### src/rtl/nonce_uart_tx.sv
// Drains a 32-bit result word to the host as four 8N1 UART frames, MSB byte first.
// Define NONCE_TX_HEADER_EN to prepend a 0xA5 sync frame to every word.
module nonce_uart_tx #(
  parameter int CLKS_PER_BIT = 434
) (
  input  logic        clk,
  input  logic        clr,
  input  logic [31:0] word_in,
  input  logic        word_valid,
  output logic        word_ready,
  output logic        tx,
  output logic        busy
);

  localparam int CNT_W = (CLKS_PER_BIT > 1) ? $clog2(CLKS_PER_BIT) : 1;

`ifdef NONCE_TX_HEADER_EN
  localparam int IDX_W = 3;
  localparam logic [IDX_W-1:0] LAST_BYTE = 3'd4;
`else
  localparam int IDX_W = 2;
  localparam logic [IDX_W-1:0] LAST_BYTE = 2'd3;
`endif

  typedef enum logic [1:0] {
    S_IDLE,
    S_START,
    S_DATA,
    S_STOP
  } state_t;

  state_t             state_q, state_d;
  logic [CNT_W-1:0]   cnt_q, cnt_d;
  logic [2:0]         bit_idx_q, bit_idx_d;
  logic [IDX_W-1:0]   byte_idx_q, byte_idx_d;
  logic [31:0]        hold_q, hold_d;
  logic               tx_q, tx_d;

  logic               bit_end;
  logic [2:0]         next_bit;
  logic [7:0]         cur_byte;

  function automatic logic [7:0] byte_sel(input logic [31:0] w, input logic [IDX_W-1:0] idx);
`ifdef NONCE_TX_HEADER_EN
    case (idx)
      3'd0:    byte_sel = 8'hA5;
      3'd1:    byte_sel = w[31:24];
      3'd2:    byte_sel = w[23:16];
      3'd3:    byte_sel = w[15:8];
      default: byte_sel = w[7:0];
    endcase
`else
    case (idx)
      2'd0:    byte_sel = w[31:24];
      2'd1:    byte_sel = w[23:16];
      2'd2:    byte_sel = w[15:8];
      default: byte_sel = w[7:0];
    endcase
`endif
  endfunction

  assign bit_end    = (cnt_q == CNT_W'(CLKS_PER_BIT - 1));
  assign next_bit   = bit_idx_q + 3'd1;
  assign cur_byte   = byte_sel(hold_q, byte_idx_q);

  assign word_ready = (state_q == S_IDLE);
  assign busy       = (state_q != S_IDLE);
  assign tx         = tx_q;

  // tx_d carries the level of the bit that starts on the coming edge, so tx never glitches
  always_comb begin
    state_d    = state_q;
    cnt_d      = cnt_q;
    bit_idx_d  = bit_idx_q;
    byte_idx_d = byte_idx_q;
    hold_d     = hold_q;
    tx_d       = tx_q;

    if (state_q != S_IDLE) begin
      cnt_d = bit_end ? '0 : cnt_q + CNT_W'(1);
    end

    case (state_q)
      S_IDLE: begin
        tx_d = 1'b1;
        if (word_valid) begin
          state_d    = S_START;
          hold_d     = word_in;
          cnt_d      = '0;
          bit_idx_d  = '0;
          byte_idx_d = '0;
          tx_d       = 1'b0;
        end
      end
      S_START: begin
        if (bit_end) begin
          state_d   = S_DATA;
          bit_idx_d = '0;
          tx_d      = cur_byte[0];
        end
      end
      S_DATA: begin
        if (bit_end) begin
          bit_idx_d = next_bit;
          if (bit_idx_q == 3'd7) begin
            state_d = S_STOP;
            tx_d    = 1'b1;
          end else begin
            tx_d    = cur_byte[next_bit];
          end
        end
      end
      S_STOP: begin
        if (bit_end) begin
          if (byte_idx_q == LAST_BYTE) begin
            state_d    = S_IDLE;
            byte_idx_d = '0;
            tx_d       = 1'b1;
          end else begin
            state_d    = S_START;
            byte_idx_d = byte_idx_q + IDX_W'(1);
            tx_d       = 1'b0;
          end
        end
      end
      default: begin
        state_d = S_IDLE;
        tx_d    = 1'b1;
      end
    endcase
  end

  always_ff @(posedge clk) begin
    if (clr) begin
      state_q    <= S_IDLE;
      cnt_q      <= '0;
      bit_idx_q  <= '0;
      byte_idx_q <= '0;
      hold_q     <= '0;
      tx_q       <= 1'b1;
    end else begin
      state_q    <= state_d;
      cnt_q      <= cnt_d;
      bit_idx_q  <= bit_idx_d;
      byte_idx_q <= byte_idx_d;
      hold_q     <= hold_d;
      tx_q       <= tx_d;
    end
  end

endmodule
### config.mk
export PLATFORM = sky130hd
export DESIGN_NAME = nonce_uart_tx
export DESIGN_NICKNAME = d
export VERILOG_FILES = /design/src/rtl/nonce_uart_tx.sv
export SDC_FILE = /design/constraint.sdc
export NUM_CORES = 1
export LEC_CHECK = 0
export ABC_AREA = 1
export CORE_MARGIN = 4
export CORE_UTILIZATION = 55
export DETAILED_ROUTE_END_ITERATION = 8
export PLACE_DENSITY = 0.91
export SLEW_MARGIN = 15
export SYNTH_ARGS = -nofsm -noshare
export SYNTH_HDL_FRONTEND = slang
export SYNTH_SLANG_ARGS = --single-unit
### constraint.sdc
create_clock -name clk -period 3.1 [get_ports clk]
set_clock_uncertainty 0.1 [all_clocks]
set_input_delay 0.31 -clock clk [delete_from_list [all_inputs] [get_ports clk]]
set_output_delay 0.31 -clock clk [all_outputs]
set_load 0.01 [all_outputs]
Yosys cells after proc, flatten, opt, wreduce, memory -nomap -nowiden:

Index checks and enable logic that the tools add are counted.
W data, S select, Z words.

* flip-flop bits (word level): 49
* input port bits: 35
* output and inout port bits: 3
* logic and storage cells: 62

* add/sub/neg operators: 3
* order comparisons: 1
* equal/unequal tests: 13
* multiplexer cells: 29
* reductions and logical operators: 10

Operators by type and width (count)
* $mux W9: 4
* $pmux W8 S3: 1
* $mux W2: 8
* $ne A2 B2 Y1 const B: 5
* $add A9 B1 Y9 const B: 1
* $eq A9 B9 Y1 const B: 1
* $mux W3: 3
* $pmux W3 S3: 1
* $eq A2 B2 Y1 const B: 4
* $mux W1: 8
* $pmux W2 S4: 1
* $reduce_and A3 Y1: 2
* $reduce_and A5 Y1: 1
* $eq A2 B1 Y1 const B: 2
* $logic_not A2 Y1: 2
* $lt A3 B4 Y1 const B: 1
* $pmux W1 S4: 1
* $pmux W2 S2: 1
* $reduce_and A4 Y1: 1
* $reduce_bool A2 Y1: 2
* $add A3 B1 Y3 const B: 1
* $bmux W1 S3: 1
* $eq A3 B3 Y1 const B: 1
* $reduce_bool A3 Y1: 1
* other kinds (2): 2

Longest topological paths before layout:

* depth after elaboration: 7
* depth in mapped cells: 15
* mapped depth without buffers: 14

Worst setup path before layout:

OpenSTA, ideal clock, no wires.

* path type: register to register
* start point: register byte_idx_q[0]
* end point: register tx_q, in the netlist tx
* arrival time: 1425 ps
* data required time: 2888 ps
* setup slack: 1463 ps
* cell stages (with the launch flop): 16
* period minus slack after synthesis: 1637 ps
* cells stage by stage: dfxtp_1 -> inv_1 -> ha_1 -> clkbuf_1 -> nand2_1 -> nand2_1 -> nor2_1 -> nor2_1 -> nor2_1 -> nand2_1 -> nand3_1 -> nand3_1 -> nand2_1 -> nand2_1 -> nand2_1 -> nand2_1

* word-level cells in the longest chain between the ends: 7

Ends and longest elaborated chain
* start, declared: RTL line 35 `logic [IDX_W-1:0] byte_idx_q, byte_idx_d;`
* start signal, assigned: RTL line 145 `byte_idx_q <= byte_idx_d;`
* $eq A2 B2 Y1, or another cell as far along: RTL line 53 `case (idx)`
* $pmux W8 S3: RTL line 53
* $bmux W1 S3: RTL line 109 `tx_d = cur_byte[next_bit];`
* $mux W1 (not written as such): RTL line 109
* $mux W1: RTL line 105 `if (bit_idx_q == 3'd7) begin`
* $mux W1: RTL line 103 `if (bit_end) begin`
* $pmux W1 S4 *: RTL line 83 `case (state_q)`
* end signal, assigned: RTL line 147 `tx_q <= tx_d;`
* end, declared: RTL line 37 `logic tx_q, tx_d;`

Every way passes the cells marked *; elsewhere a longest branch is shown, timed or not. The select of a mux whose other input is x is not followed.
A chain may end at the register's enable or synchronous reset.

Final worst setup path:

* start point: register state_q[0]
* end point: output port busy

* word-level cells in the longest chain between the ends: 1

Ends and longest elaborated chain
* start, declared: RTL line 32 `state_t state_q, state_d;`
* start signal, assigned: RTL line 142 `state_q <= state_d;`
* $reduce_bool A2 Y1: RTL line 67 `assign busy = (state_q != S_IDLE);`
* end, declared: RTL line 12 `output logic busy`

No other way between the ends.

==> flow_summary.yaml <==
cts:
  clock_latency_ns: 0.30
  postCtsSetupRepairBufs: 0
  clk_pin_slew_worst_paths_ns: 0.09
  numCtsBuffers: 5
  clockBufferDepth: 2
  clockRootBuffer: "clkbuf_8"
  cts.hold.buffers_added: 0
  cts_sinks: 49
  cts_max_level: 2
  post_cts_resized: 0
  cts_tree: "yes"
worst_setup_path:
  critPathCaptureType: "primary output"
  critPathRequiredTime_ns: 2.69
  reg2reg_setup_slack_ns: 0.97
  crit_fanout: 10
  path_class: "flip-flop to primary output"
  cp-startpoint: "state_q[0]"
  arrival_ns: 1.79
  reg2reg_from: "state_q[0]"
  worst_r2r_endpoint: "bit_idx_q[0]"
  reg2regPathDepth: 10
  startpoint_type: "flip-flop"
  critPathCapture: "busy"
global_route:
  grt_max_degree: 35
  antenna_found_initial: 0
  grt_pass1_vias: 2191
  grt_pass1_wl_um: 9356
  grt_use_total_pct: 21.74
  overflow: 0
yosys:
  yosysTopAreaCellShare_pct: 40.21
  syn_inst: 356
  ys_top_cells_by_area: "dfxtp_1 40%, nor2_1 13%, nand2_1 9.5%"
  yosysWarnings: 0
  avgSynthCellArea_sq_um: 6.853
  netlist_area_sq_mm: 0.002440
  async_flop_share_pct: 0
  ys.flop_type: "dfxtp_1"
  yosysTopAreaCell: "dfxtp_1"
  synthDistinctLibCells: 27
  synth_edf_count: 0
  seq_area_frac_synth_pct: 40.21
  postSynthNetCount: 403
  ys_ff_latch: 49
timing:
  period_share_pct: 71.13
  grt_setup_unrepaired: "no"
  setup_violations: 0
  hold_viol: 0
  timing.fmax_mhz: 453.5
  slew_viol_final: 0
  fin_setup_tns_ns: 0
  tightest_slew_ns: 0.4448
  fin_hold_ws_ns: 0.3825
  max_slew_margin_pct: 70.31
  setup_ws_ns: 0.8951
  fin_crit_ns: 2.205
route:
  vias: 2334
  wire_per_inst_um: 12.47
  wl_um: 5486
  drc_errors: 0
  route.met3.wl_um: 287
  ant_nets: 0
  drtIter0Drc: 211
  post_drt_via_cell_ratio: 5.305
  drt-pass1-iter-count: 4
  met1_length_um: 2368
  wl_met2_um: 2706
  top_layer_used: "met4"
power_and_ir_drop:
  pwr_density_cell_mw_per_mm2: 765.8
  leakagePower_nw: 1.216
  ir_drop_uv: 332.3
  power_mw: 2.235
finish:
  finalNonFillerCells: 440
  final_cell_mix: "87 x nor2_1, 62 x nand2_1, 49 x dfxtp_1"
  fillers: 350
  layout_commonest_cell: "nor2_1"
  nets: 436
  drive_above_1_share_pct: 5.641
  area_delta_synth_final_pct: 19.64
  diodes: 0
floorplanning:
  initial_core_util_pct: 58.88
  core-area_sq_mm: 0.004144
  die_w_um: 74.61
  die_h_um: 74.61
  num_rows: 23
  die_area_sq_mm: 0.005566
  io_pins: 38
placed_design:
  port_buffers: 37
  place_inst: 432
  dp_slack_ns: 0.8661
  dp_hpwl_um: 4111
  gp_congestion: 0.8516
run_status:
  outcome: "completed"
job:
  cap_violations: 0
worst_hold_path:
  hold_path_class: "flip-flop to flip-flop"
how the worst min path moves through the flow:
stage | from | to | slack [ns] | depth (start not counted)
CTS | hold_q[0] | hold_q[0] | 0.39 | 2
detailed placement | hold_q[7] | hold_q[7] | 0.37 | 2
global placement | hold_q[6] | hold_q[6] | 0.36 | 2
finish | hold_q[7] | hold_q[7] | 0.38 | 2
floorplan | clr | bit_idx_q[1] | 0.29 | 1
global route | hold_q[0] | hold_q[0] | 0.41 | 2
critical path: stages, from the launching register on:
cell,delay (ns)
dfxtp_1,0.38
inv_1,0.11
ha_1,0.25
inv_2,0.18
clkdlybuf4s50_1,0.57
cells in the mapped netlist, types with 2 or more instances:
cell type / instances
nor2_1: 87
nand4_1: 2
or2_2: 4
o21ai_1: 3
o21ai_0: 39
o211ai_1: 2
or2_0: 2
dfxtp_1: 49
inv_1: 28
ha_1: 12
a211oi_1: 6
nand3_1: 17
a21oi_1: 19
buf_1: 3
clkbuf_1: 9
inv_2: 2
nand2_1: 62
power breakdown:
group / switching (mW) / internal, mW / leakage (nW)
Combinational: 0.589 / 0.377 / 0.767
Clock: 0.204 / 0.157 / 0.0450
Sequential: 0.110 / 0.799 / 0.404
registers in the layout, indices dropped and copies added (netlist names):
register / cells
byte_idx_q: 2
state_q: 2
bit_idx_q: 3
hold_q: 32
tx: 1
cnt_q: 9
metrics by stage:
stage / area [sq um] / utilization, %
detailed placement: 2836 / 68.45
global placement: 2836 / 68.45
global route: 2919 / 70.44
finish: 2919 / 70.44
CTS: 2919 / 70.44
floorplan: 2440 / -
final cells by class:
cell class                 count  area, sq um  share of cell area (%)
sequential                    49        980.9                   33.60
multi-input combinational    262         1280                   43.85
timing repair buffer          41        400.4                   13.72
inverter                      30        112.6                   3.858
clock buffer                   6        72.57                   2.486
clock inverter                 2        10.01                  0.3429
tap                           50        62.56                   2.143
layer usage:
| metal | GRT usage (%) | vias to the layer above |
|---|---|---|
| met5 | 0 | - |
| met4 | 7.312 | 0 |
| met3 | 4.595 | 11 |
| met2 | 39.71 | 61 |
| met1 | 25.00 | 1046 |
| li1 | - | 1216 |
cell families (layout without fill, tap and decap cells):
kind of cell	count (synthesis)	after routing	share of synthesized area, %
compound gates	71	71	16.00
xor+xnor	1	1	0.3590
fa+ha+maj	12	12	6.154
buf+inv	45	79	7.333
flops	49	49	40.21
simple gates	178	178	29.95
Note: power is estimated with default switching activity, not from simulation.
